### config.mk
export PLATFORM = sky130hd
export DESIGN_NAME = stack_mem_ctrl_flat
export DESIGN_NICKNAME = d
export VERILOG_FILES = /design/src/rtl/stack_mem_pkg.sv /design/src/rtl/stack_mem_ctrl_if.sv /design/src/rtl/stack_mem_ctrl.sv /design/src/flat_wrapper.sv
export SDC_FILE = /design/constraint.sdc
export NUM_CORES = 1
export LEC_CHECK = 0
export CAP_MARGIN = 25
export CORE_UTILIZATION = 50
export CTS_BUF_LIST = sky130_fd_sc_hd__clkbuf_4 sky130_fd_sc_hd__clkbuf_8
export CTS_CLUSTER_DIAMETER = 50
export DETAILED_ROUTE_END_ITERATION = 7
export HOLD_SLACK_MARGIN = 0.1
export PLACE_DENSITY = 0.87
export SLEW_MARGIN = 20
export SYNTH_ARGS = -nofsm -noshare
export SYNTH_HDL_FRONTEND = slang
export SYNTH_SLANG_ARGS = --single-unit
### constraint.sdc
create_clock -name clk -period 3.4 [get_ports clk]
set_input_delay 0.68 -clock clk [delete_from_list [all_inputs] [get_ports clk]]
set_output_delay 0.68 -clock clk [all_outputs]
set_load 0.005 [all_outputs]
### src/rtl/stack_mem_pkg.sv
// Shared constants, command encodings and FSM states for the stack/memory controller.
package stack_mem_pkg;
    localparam int ADDR_W      = 5;
    localparam int DATA_W      = 8;
    localparam int STACK_TOP   = 31;
    localparam int STACK_LIMIT = 16;
    localparam int DEPTH       = STACK_TOP - STACK_LIMIT + 1;
    localparam int CNT_W       = ADDR_W + 1;

    typedef enum logic [1:0] {
        OP_PUSH  = 2'd0,
        OP_POP   = 2'd1,
        OP_LOAD  = 2'd2,
        OP_STORE = 2'd3
    } op_e;

    typedef enum logic [1:0] {
        S_IDLE   = 2'd0,
        S_ACCESS = 2'd1,
        S_DONE   = 2'd2
    } state_e;
endpackage

### src/rtl/stack_mem_ctrl_if.sv
// Command/response, stack status and data-memory port bundle of stack_mem_ctrl.
interface stack_mem_ctrl_if;
    import stack_mem_pkg::*;

    logic              cmd_valid;
    logic              cmd_ready;
    logic [1:0]        cmd_op;
    logic [ADDR_W-1:0] cmd_addr;
    logic [DATA_W-1:0] cmd_data;
    logic              rsp_valid;
    logic [DATA_W-1:0] rsp_data;
    logic              rsp_err;
    logic [CNT_W-1:0]  count;
    logic              empty;
    logic              full;
    logic [ADDR_W-1:0] mem_a;
    logic [DATA_W-1:0] mem_wd;
    logic              mem_write;
    logic [DATA_W-1:0] mem_rd;

    // Controller side.
    modport slave (
        input  cmd_valid, cmd_op, cmd_addr, cmd_data, mem_rd,
        output cmd_ready, rsp_valid, rsp_data, rsp_err, count, empty, full,
               mem_a, mem_wd, mem_write
    );

    // Requester plus memory side.
    modport master (
        output cmd_valid, cmd_op, cmd_addr, cmd_data, mem_rd,
        input  cmd_ready, rsp_valid, rsp_data, rsp_err, count, empty, full,
               mem_a, mem_wd, mem_write
    );
endinterface

### src/rtl/stack_mem_ctrl.sv
// One-command-at-a-time PUSH/POP/LOAD/STORE initiator for a 32x8 async-read memory.
// Accept -> memory access next cycle -> one-cycle response pulse; no response backpressure.
module stack_mem_ctrl
    import stack_mem_pkg::*;
(
    input  logic             clk,
    input  logic             rst,
    stack_mem_ctrl_if.slave  bus
);

    state_e            r_state, w_next;
    op_e               r_op;
    logic [ADDR_W-1:0] r_addr;
    logic [DATA_W-1:0] r_data;
    logic              r_err;
    logic [CNT_W-1:0]  r_count;
    logic [DATA_W-1:0] r_rsp_data;
    logic              r_rsp_err;

    logic              w_accept;
    logic              w_empty;
    logic              w_full;
    logic              w_err_new;
    logic              w_is_write;
    logic              w_is_read;
    logic [ADDR_W-1:0] w_mem_a;

    assign w_empty    = (r_count == '0);
    assign w_full     = (r_count == CNT_W'(DEPTH));
    assign w_accept   = bus.cmd_valid && (r_state == S_IDLE);
    assign w_err_new  = ((bus.cmd_op == OP_PUSH) && w_full) ||
                        ((bus.cmd_op == OP_POP)  && w_empty);
    assign w_is_write = (r_op == OP_PUSH) || (r_op == OP_STORE);
    assign w_is_read  = (r_op == OP_POP)  || (r_op == OP_LOAD);

    always_comb begin
        w_next = r_state;
        case (r_state)
            S_IDLE:   if (w_accept) w_next = S_ACCESS;
            S_ACCESS: w_next = S_DONE;
            S_DONE:   w_next = S_IDLE;
            default:  w_next = S_IDLE;
        endcase
    end

    // Stack addresses are formed one bit wider than the port and truncated.
    always_comb begin
        w_mem_a = r_addr;
        if (r_state == S_ACCESS) begin
            case (r_op)
                OP_PUSH: w_mem_a = ADDR_W'(CNT_W'(STACK_TOP) - r_count);
                OP_POP:  w_mem_a = ADDR_W'(CNT_W'(STACK_TOP) - r_count + CNT_W'(1));
                default: w_mem_a = r_addr;
            endcase
        end
    end

    always_ff @(posedge clk) begin
        if (rst) begin
            r_state    <= S_IDLE;
            r_op       <= OP_PUSH;
            r_addr     <= '0;
            r_data     <= '0;
            r_err      <= 1'b0;
            r_count    <= '0;
            r_rsp_data <= '0;
            r_rsp_err  <= 1'b0;
        end else begin
            r_state <= w_next;
            if (w_accept) begin
                r_op   <= op_e'(bus.cmd_op);
                r_addr <= bus.cmd_addr;
                r_data <= bus.cmd_data;
                r_err  <= w_err_new;
            end
            if (r_state == S_ACCESS) begin
                r_rsp_data <= (w_is_read && !r_err) ? bus.mem_rd : '0;
                r_rsp_err  <= r_err;
                if (!r_err) begin
                    if (r_op == OP_PUSH)     r_count <= r_count + CNT_W'(1);
                    else if (r_op == OP_POP) r_count <= r_count - CNT_W'(1);
                end
            end
        end
    end

    assign bus.cmd_ready = (r_state == S_IDLE);
    assign bus.rsp_valid = (r_state == S_DONE);
    assign bus.rsp_data  = r_rsp_data;
    assign bus.rsp_err   = r_rsp_err;
    assign bus.count     = r_count;
    assign bus.empty     = w_empty;
    assign bus.full      = w_full;
    assign bus.mem_a     = w_mem_a;
    assign bus.mem_wd    = r_data;
    // Reset must suppress a write even when it lands in the middle of an access.
    assign bus.mem_write = (r_state == S_ACCESS) && w_is_write && !r_err && !rst;

endmodule

### src/flat_wrapper.sv
// flat-port wrapper written by rule: the top's interface ports become plain ports
module stack_mem_ctrl_flat import stack_mem_pkg::*;
  (clk, rst, bus_cmd_valid, bus_cmd_op, bus_cmd_addr, bus_cmd_data, bus_mem_rd, bus_cmd_ready, bus_rsp_valid, bus_rsp_data, bus_rsp_err, bus_count, bus_empty, bus_full, bus_mem_a, bus_mem_wd, bus_mem_write);
  stack_mem_ctrl_if bus_i ();
  input  logic clk;
  input  logic rst;
  input wire logic [$bits(bus_i.cmd_valid)-1:0] bus_cmd_valid;
  input wire logic [$bits(bus_i.cmd_op)-1:0] bus_cmd_op;
  input wire logic [$bits(bus_i.cmd_addr)-1:0] bus_cmd_addr;
  input wire logic [$bits(bus_i.cmd_data)-1:0] bus_cmd_data;
  input wire logic [$bits(bus_i.mem_rd)-1:0] bus_mem_rd;
  output wire logic [$bits(bus_i.cmd_ready)-1:0] bus_cmd_ready;
  output wire logic [$bits(bus_i.rsp_valid)-1:0] bus_rsp_valid;
  output wire logic [$bits(bus_i.rsp_data)-1:0] bus_rsp_data;
  output wire logic [$bits(bus_i.rsp_err)-1:0] bus_rsp_err;
  output wire logic [$bits(bus_i.count)-1:0] bus_count;
  output wire logic [$bits(bus_i.empty)-1:0] bus_empty;
  output wire logic [$bits(bus_i.full)-1:0] bus_full;
  output wire logic [$bits(bus_i.mem_a)-1:0] bus_mem_a;
  output wire logic [$bits(bus_i.mem_wd)-1:0] bus_mem_wd;
  output wire logic [$bits(bus_i.mem_write)-1:0] bus_mem_write;
  assign bus_i.cmd_valid = bus_cmd_valid;
  assign bus_i.cmd_op = bus_cmd_op;
  assign bus_i.cmd_addr = bus_cmd_addr;
  assign bus_i.cmd_data = bus_cmd_data;
  assign bus_i.mem_rd = bus_mem_rd;
  assign bus_cmd_ready = bus_i.cmd_ready;
  assign bus_rsp_valid = bus_i.rsp_valid;
  assign bus_rsp_data = bus_i.rsp_data;
  assign bus_rsp_err = bus_i.rsp_err;
  assign bus_count = bus_i.count;
  assign bus_empty = bus_i.empty;
  assign bus_full = bus_i.full;
  assign bus_mem_a = bus_i.mem_a;
  assign bus_mem_wd = bus_i.mem_wd;
  assign bus_mem_write = bus_i.mem_write;
  stack_mem_ctrl u_core (.clk(clk), .rst(rst), .bus(bus_i));
endmodule
==> results.yml, run 1 <==
timing:
  timing.final.ws_setup_ns: 0.303
  tightest_slew_ns: 0.493
  grt_setup_unrepaired: "false"
  timing_max_transition_violations_final: 0
  post-route-min-period_ns: 3.10
  final_total_negative_setup_slack_ns: 0
  fin_hold_viols: 0
  maxSlewHeadroom: 0.670
  layout_skew_ns: 0.00349
  max_freq_mhz: 323
  fin_crit_sh: 0.911
  finalSetupViolCount: 0
floorplanning:
  ios: 59
  floorplan.core_area_sq_um: 3130
  initial_utilization: 0.542
  die_height_microns: 60.2
  row_count: 20
  die_w_microns: 60.2
  fp.dieArea_sq_um: 3630
global_routing:
  grt_pass1_wl_microns: 6900
  total_routing_usage_reported_by_global_routing: 0.255
  largest_net_degree_at_the_start_of_global_routing: 38
  grt_pass1_vias: 1576
  global_route.overflow_total: 0
  antenna_violations_before_repair: 0
critical_path:
  path_cells: "inv_1, ha_1, nor2_1, nor2_2, a21oi_1, clkdlybuf4s50_1"
  critical_path.max_fanout: 12
  crit_family: "simple AND/OR/NAND/NOR gates"
  required_ns: 2.72
  r2r_end: "u_core.bus.count[5]$_SDFFE_PP0P_"
  ff2ff_setup_slack_ns: 1.23
  critical_r2r_launch: "u_core.r_op[1]$_SDFFE_PP0P_"
  endpoint_arrival_time_on_the_critical_path_ns: 2.42
  path_class: "reg2out"
  worst_r2r_path_depth: 8
  critical_path.startpoint_type: "flip-flop"
  slowest_stage: "clkdlybuf4s50_1"
  endpoint_kind: "primary output"
  stage_delay_of_the_slowest_cell_on_the_critical_path_ns: 0.54
  path_buf_inv: 2
logic_synthesis:
  ys_types: 38
  netlist_instances: 207
  yosys.area.top_type_share: 0.390
  synth_edf_count: 0
  synth_seq_area_share: 0.390
  synth.top_cells.by_area: "dfxtp_1 (39%), nand2_1 (8.2%), ha_1 (8.1%)"
  synthesis.area_per_instance_sq_um: 8.18
  synth_seq_cells: 33
  synth_commonest_cells: "nand2_1 (37), dfxtp_1 (33), a21oi_1 (26), nor2_1 (22), ha_1 (11)"
  synthesis.nets: 245
  yosys_warnings: 0
  yosysTopAreaCell: "dfxtp_1"
  total_standard_cell_area_after_synthesis_sq_um: 1690
  postSynth.topFlopCell: "dfxtp_1"
  yosys.cell_count.top_type: "nand2_1"
  async_flop_share: 0
min_path:
  hold_path_end: "u_core.bus.mem_wd[1]$_SDFFE_PP0P_"
  holdPathStages: 2
  worstHoldStart: "u_core.bus.mem_wd[1]$_SDFFE_PP0P_"
  worst_hold_path_type: "reg2reg"
clock_network:
  cts.reportedPaths.clkPinSlew_ns: 0.09
  insertion_delay_ns: 0.33
  clk_root_buffer_cell: "clkbuf_4"
  clock_sink_count: 33
  maximum_level_of_the_cts_h_tree: 2
  max-clock-path-buffers: 2
  cts_made_buffers: 5
  post-cts-setup-buffer-count: 0
  cts_tree: "done"
placement:
  place_area_sq_um: 2310
  place_hpwl_microns: 3000
  placement.setup.worst_slack_ns: 0.551
  gp_routability_congestion: 0.828
  portBuffers: 58
route:
  post_drt_wl_per_cell_microns: 13.3
  drt_iter0_markers: 99
  ant_nets: 0
  dr_total_vias: 1667
  detail_route.vias_per_cell: 5.41
  totalWireLength_microns: 4100
  detail_route.drc_violations: 0
  drt_pass1_iterations: 4
outcome:
  outcome: "finished, final reports clean"
finish:
  final_layout_size_suffix_gt1_frac: 0.0644
  layout.nets: 303
  area.growth.synth_to_final_pct: 38.8
  nFillCells: 239
  core_util_final: 0.752
  finish.instance_area_sq_um: 2350
  antenna_cells_inserted: 0
power_and_ir_drop:
  ir_worst_vdd_uv: 285
  power_per_cell_area_nw_per_um2: 366
  total_leakage_power_nw: 0.904
flow_run:
  cap_violations: 0
[what timing repair did]
item,CTS,global route
resized for setup,0,1
hold buffers,0,0
endpoints found under the setup margin,0,2
[stage by stage]
stage               power [mW]  hold WS, ns  instances
floorplan                0.557        0.436        207
CTS                      0.862        0.460        308
detailed placement       0.670        0.448        302
global route             0.909        0.481        308
finish                   0.859        0.457        308
global placement         0.665        0.442        302
[power by group]
part | leakage (nW) | switching [mW] | internal, mW
logic | 0.608 | 0.107 | 0.129
registers | 0.269 | 0.0198 | 0.407
clock network | 0.0269 | 0.125 | 0.0717
total | 0.904 | 0.252 | 0.608
[worst max-delay path by stage]
stage                                      startpoint      endpoint  cells after the start
final                     u_core.r_op[0]$_SDFFE_PP0P_  bus_mem_a[1]                      6
after global routing      u_core.r_op[1]$_SDFFE_PP0P_  bus_mem_a[1]                      7
after CTS                 u_core.r_op[1]$_SDFFE_PP0P_  bus_mem_a[1]                      7
after detailed placement  u_core.r_op[1]$_SDFFE_PP0P_  bus_mem_a[1]                      7
after global placement    u_core.r_op[1]$_SDFFE_PP0P_  bus_mem_a[1]                      7
after floorplan           u_core.r_op[1]$_SDFFE_PP0P_  bus_mem_a[1]                      6
[sequential cells by signal (all words and copies together) (netlist names)]
register,count
u_core.bus.mem_wd,8
u_core.bus.rsp_data,8
u_core.bus.count,6
u_core.r_addr,5
u_core.r_op,2
u_core.r_state,2
u_core.bus.rsp_err,1
u_core.r_err,1
[cell usage in the layout (no fill, tap or decap), drive strengths merged, types with 2 or more instances in the layout]
cell type      synthesis  routed
clkdlybuf4s50          0      58
nand2                 37      37
dfxtp                 33      33
a21oi                 26      26
nor2                  22      22
ha                    11      11
inv                   10      10
a22oi                  8       8
xnor2                  6       6
clkbuf                 8       5
nor3                   5       5
nor4                   4       4
nor2b                  3       3
o21ai                  3       3
buf                    2       3
nand2b                 2       2
a221oi                 2       2
nor3b                  2       2
o21a                   2       2
nand3                  2       2
and3                   2       2
or4                    2       2
[cell type report]
cell class	instances	area, sq um	area share
Clock buffer	5	37.5	0.0160
Clock inverter	1	5.00	0.00213
Inverter	10	37.5	0.0160
Multi-Input combinational cell	154	952	0.405
Sequential cell	33	661	0.281
Tap cell	44	55.1	0.0234
Timing Repair Buffer	61	603	0.257
[cell families after synthesis]
kind of cell,after synthesis,share of synthesized area
adders and majority gates,12,0.0931
DFF,33,0.390
and+or+nand+nor,87,0.250
AOI/OAI and AO/OA,48,0.180
buffers and inverters,20,0.0495
muxes,1,0.00591
xor gates and xnor gates,6,0.0310
[routing by layer]
metal  GRT usage  part of all wire  wire length [microns]  vias to the layer above
met4       0.103             0.020                     82                        0
met3      0.0887             0.075                    307                       10
met1       0.309              0.44                   1800                      780
met5           0                 0                      0                        -
li1            -                 -                      -                      826
met2       0.408              0.47                   1910                       51
[tightest hold or removal path, cell delays in order, from the launching register on]
cell and delay, ns:
dfxtp_1 0.32, nand2_1 0.05, a21oi_1 0.05
Note: power is estimated with default switching activity, not from simulation.
==> inputs of run 2 (changes only) <==
--- a/config.mk
+++ b/config.mk
@@ -11,4 +11,5 @@
 export CTS_CLUSTER_DIAMETER = 50
 export DETAILED_ROUTE_END_ITERATION = 7
+export GPL_TIMING_DRIVEN = 0
 export HOLD_SLACK_MARGIN = 0.1
 export PLACE_DENSITY = 0.87
==> constraint.sdc (replaced) <==
create_clock -name clk -period 3.4 [get_ports clk]
set_input_delay 0.34 -clock clk [delete_from_list [all_inputs] [get_ports clk]]
set_output_delay 0.34 -clock clk [all_outputs]
set_load 0.005 [all_outputs]
==> results.yml, run 2 (synthesis results as in run 1) <==
placement:
  portBuffers: 58
  gp_routability_congestion: 0.855
  placed_cells_incl_taps: 309
  place_hpwl_microns: 3100
route:
  post_drt_wl_per_cell_microns: 13.1
  detail_route.vias_per_cell: 5.32
  ant_nets: 0
  totalWireLength_microns: 4160
  drt_iter0_markers: 90
  dr_total_vias: 1686
  drt_pass1_iterations: 4
  detail_route.drc_violations: 0
floorplanning:
  floorplan.core_area_sq_um: 3130
  ios: 59
  initial_utilization: 0.542
  die_w_microns: 60.2
  die_height_microns: 60.2
  row_count: 20
  fp.dieArea_sq_um: 3630
clock_network:
  max-clock-path-buffers: 2
  cts_tree: "done"
  insertion_delay_ns: 0.34
  maximum_level_of_the_cts_h_tree: 2
  post-cts-setup-buffer-count: 0
  cts.reportedPaths.clkPinSlew_ns: 0.10
  clk_root_buffer_cell: "clkbuf_4"
  cts_made_buffers: 5
  cts_resized: 0
  holdBufCountCts: 0
  clock_sink_count: 33
power_and_ir_drop:
  power_per_cell_area_nw_per_um2: 374
  total_leakage_power_nw: 0.915
  ir_worst_vdd_uv: 355
timing:
  max_freq_mhz: 349
  layout_skew_ns: 0.00323
  maxSlewHeadroom: 0.666
  post-route-min-period_ns: 2.86
  final_total_negative_setup_slack_ns: 0
  tightest_slew_ns: 0.499
  grt_setup_unrepaired: "false"
  fin_hold_viols: 0
  finalSetupViolCount: 0
  fin_crit_sh: 0.842
  timing_max_transition_violations_final: 0
critical_path:
  crit_path_frequent_cell: "nor2_1"
  worst_r2r_path_depth: 8
  endpoint_kind: "primary output"
  endpoint_arrival_time_on_the_critical_path_ns: 2.52
  ff2ff_setup_slack_ns: 1.14
  critical_path.max_fanout: 12
  stage_delay_of_the_slowest_cell_on_the_critical_path_ns: 0.54
  path_cells: "inv_1, ha_1, nor2_1, nor2_1, nor2_1, a21oi_1, clkdlybuf4s50_1"
  slowest_stage: "clkdlybuf4s50_1"
  required_ns: 3.06
  path_class: "reg2out"
  critical_r2r_launch: "u_core.r_op[1]$_SDFFE_PP0P_"
  r2r_end: "u_core.bus.count[5]$_SDFFE_PP0P_"
  critical_path.startpoint_type: "flip-flop"
finish:
  antenna_cells_inserted: 0
  nFillCells: 239
  most_common_cell_after_layout_fill_and_taps_aside: "clkdlybuf4s50_1"
  layout.nets: 310
  area.growth.synth_to_final_pct: 41.1
  multi_input_gate_area_in_the_final_layout_sq_um: 950
  layout.cells.most_common_list: "clkdlybuf4s50_1 (58), nand2_1 (37), dfxtp_1 (33)"
  register_area_sq_um: 661
  final_layout_size_suffix_gt1_frac: 0.0623
  post_layout_nonfiller_instances: 317
global_routing:
  antenna_violations_before_repair: 0
  largest_net_degree_at_the_start_of_global_routing: 13
  global_route.overflow_total: 0
  grt_pass1_vias: 1582
  grt_pass1_wl_microns: 6730
  total_routing_usage_reported_by_global_routing: 0.253
outcome:
  outcome: "finished, final reports clean"
min_path:
  holdPathStages: 2
  worstHoldStart: "u_core.bus.mem_wd[5]$_SDFFE_PP0P_"
  hold_path_end: "u_core.bus.mem_wd[5]$_SDFFE_PP0P_"
  worst_hold_path_type: "reg2reg"
flow_run:
  cap_violations: 0
==> run 2: cell types whose count changed in the layout (fill, tap and decap cells not counted) <==
cell and change:
clkbuf_4 +2, clkinv_2 -1, nor2_2 -1, clkinvlp_4 +1, buf_2 +1, buf_6 +1, nor2_1 +1, clkbuf_1 +8
buf_4 -3
==> run 2: worst max-delay path by stage <==
stage	startpoint	to	slack [ns]	cells past startpoint
2_1_floorplan	u_core.r_op[1]$_SDFFE_PP0P_	u_core.bus.count[5]$_SDFFE_PP0P_	1.48	8
3_3_place_gp	u_core.r_op[1]$_SDFFE_PP0P_	bus_mem_a[3]	0.95	7
3_5_place_dp	u_core.r_op[1]$_SDFFE_PP0P_	bus_mem_a[3]	0.92	7
4_1_cts	u_core.r_op[1]$_SDFFE_PP0P_	bus_mem_a[3]	0.54	7
5_1_grt	u_core.r_op[1]$_SDFFE_PP0P_	bus_mem_a[1]	0.27	7
6_report	u_core.r_op[1]$_SDFFE_PP0P_	bus_mem_a[1]	0.54	7
==> run 2: routing by layer <==
layer / global-route usage / vias up / routed length (microns)
met5: 0 / - / 0
met4: 0.143 / 0 / 123
met3: 0.0758 / 14 / 257
met2: 0.408 / 58 / 1890
met1: 0.296 / 764 / 1890
li1: - / 850 / -
==> run 2: power by group <==
group / internal (mW) / switching, mW / total, mW / leakage, nW
registers: 0.407 / 0.0178 / 0.425 / 0.269
clock network: 0.0975 / 0.134 / 0.232 / 0.0324
logic: 0.130 / 0.108 / 0.239 / 0.614
==> run 2: worst max-delay path, delay by kind of cell (launching register included) <==
family,cells,cell delay [ns]
buffers and inverters,2,0.62
and+or+nand+nor,3,0.68
DFF,1,0.34
adders and majority gates,1,0.42
AOI/OAI and AO/OA,1,0.12
==> run 2: final cells by class <==
type,instances,area share
Buffer,10,0.0194
Inverter,10,0.0157
Multi-Input combinational cell,154,0.397
Clock inverter,1,0.00314
Sequential cell,33,0.276
Timing Repair Buffer,58,0.243
Tap cell,44,0.0230
Clock buffer,7,0.0220
==> run 2: metrics by stage <==
step            util  cell area [sq um]  hold slack (ns)  setup WS (ns)  total power [mW]
2_1_floorplan      -               1690            0.436           1.48             0.557
3_3_place_gp   0.745               2330            0.442          0.951             0.666
3_5_place_dp   0.745               2330            0.447          0.924             0.671
4_1_cts        0.764               2390            0.461          0.537             0.901
5_1_grt        0.764               2390            0.480          0.275             0.948
6_report       0.764               2390            0.459          0.539             0.895
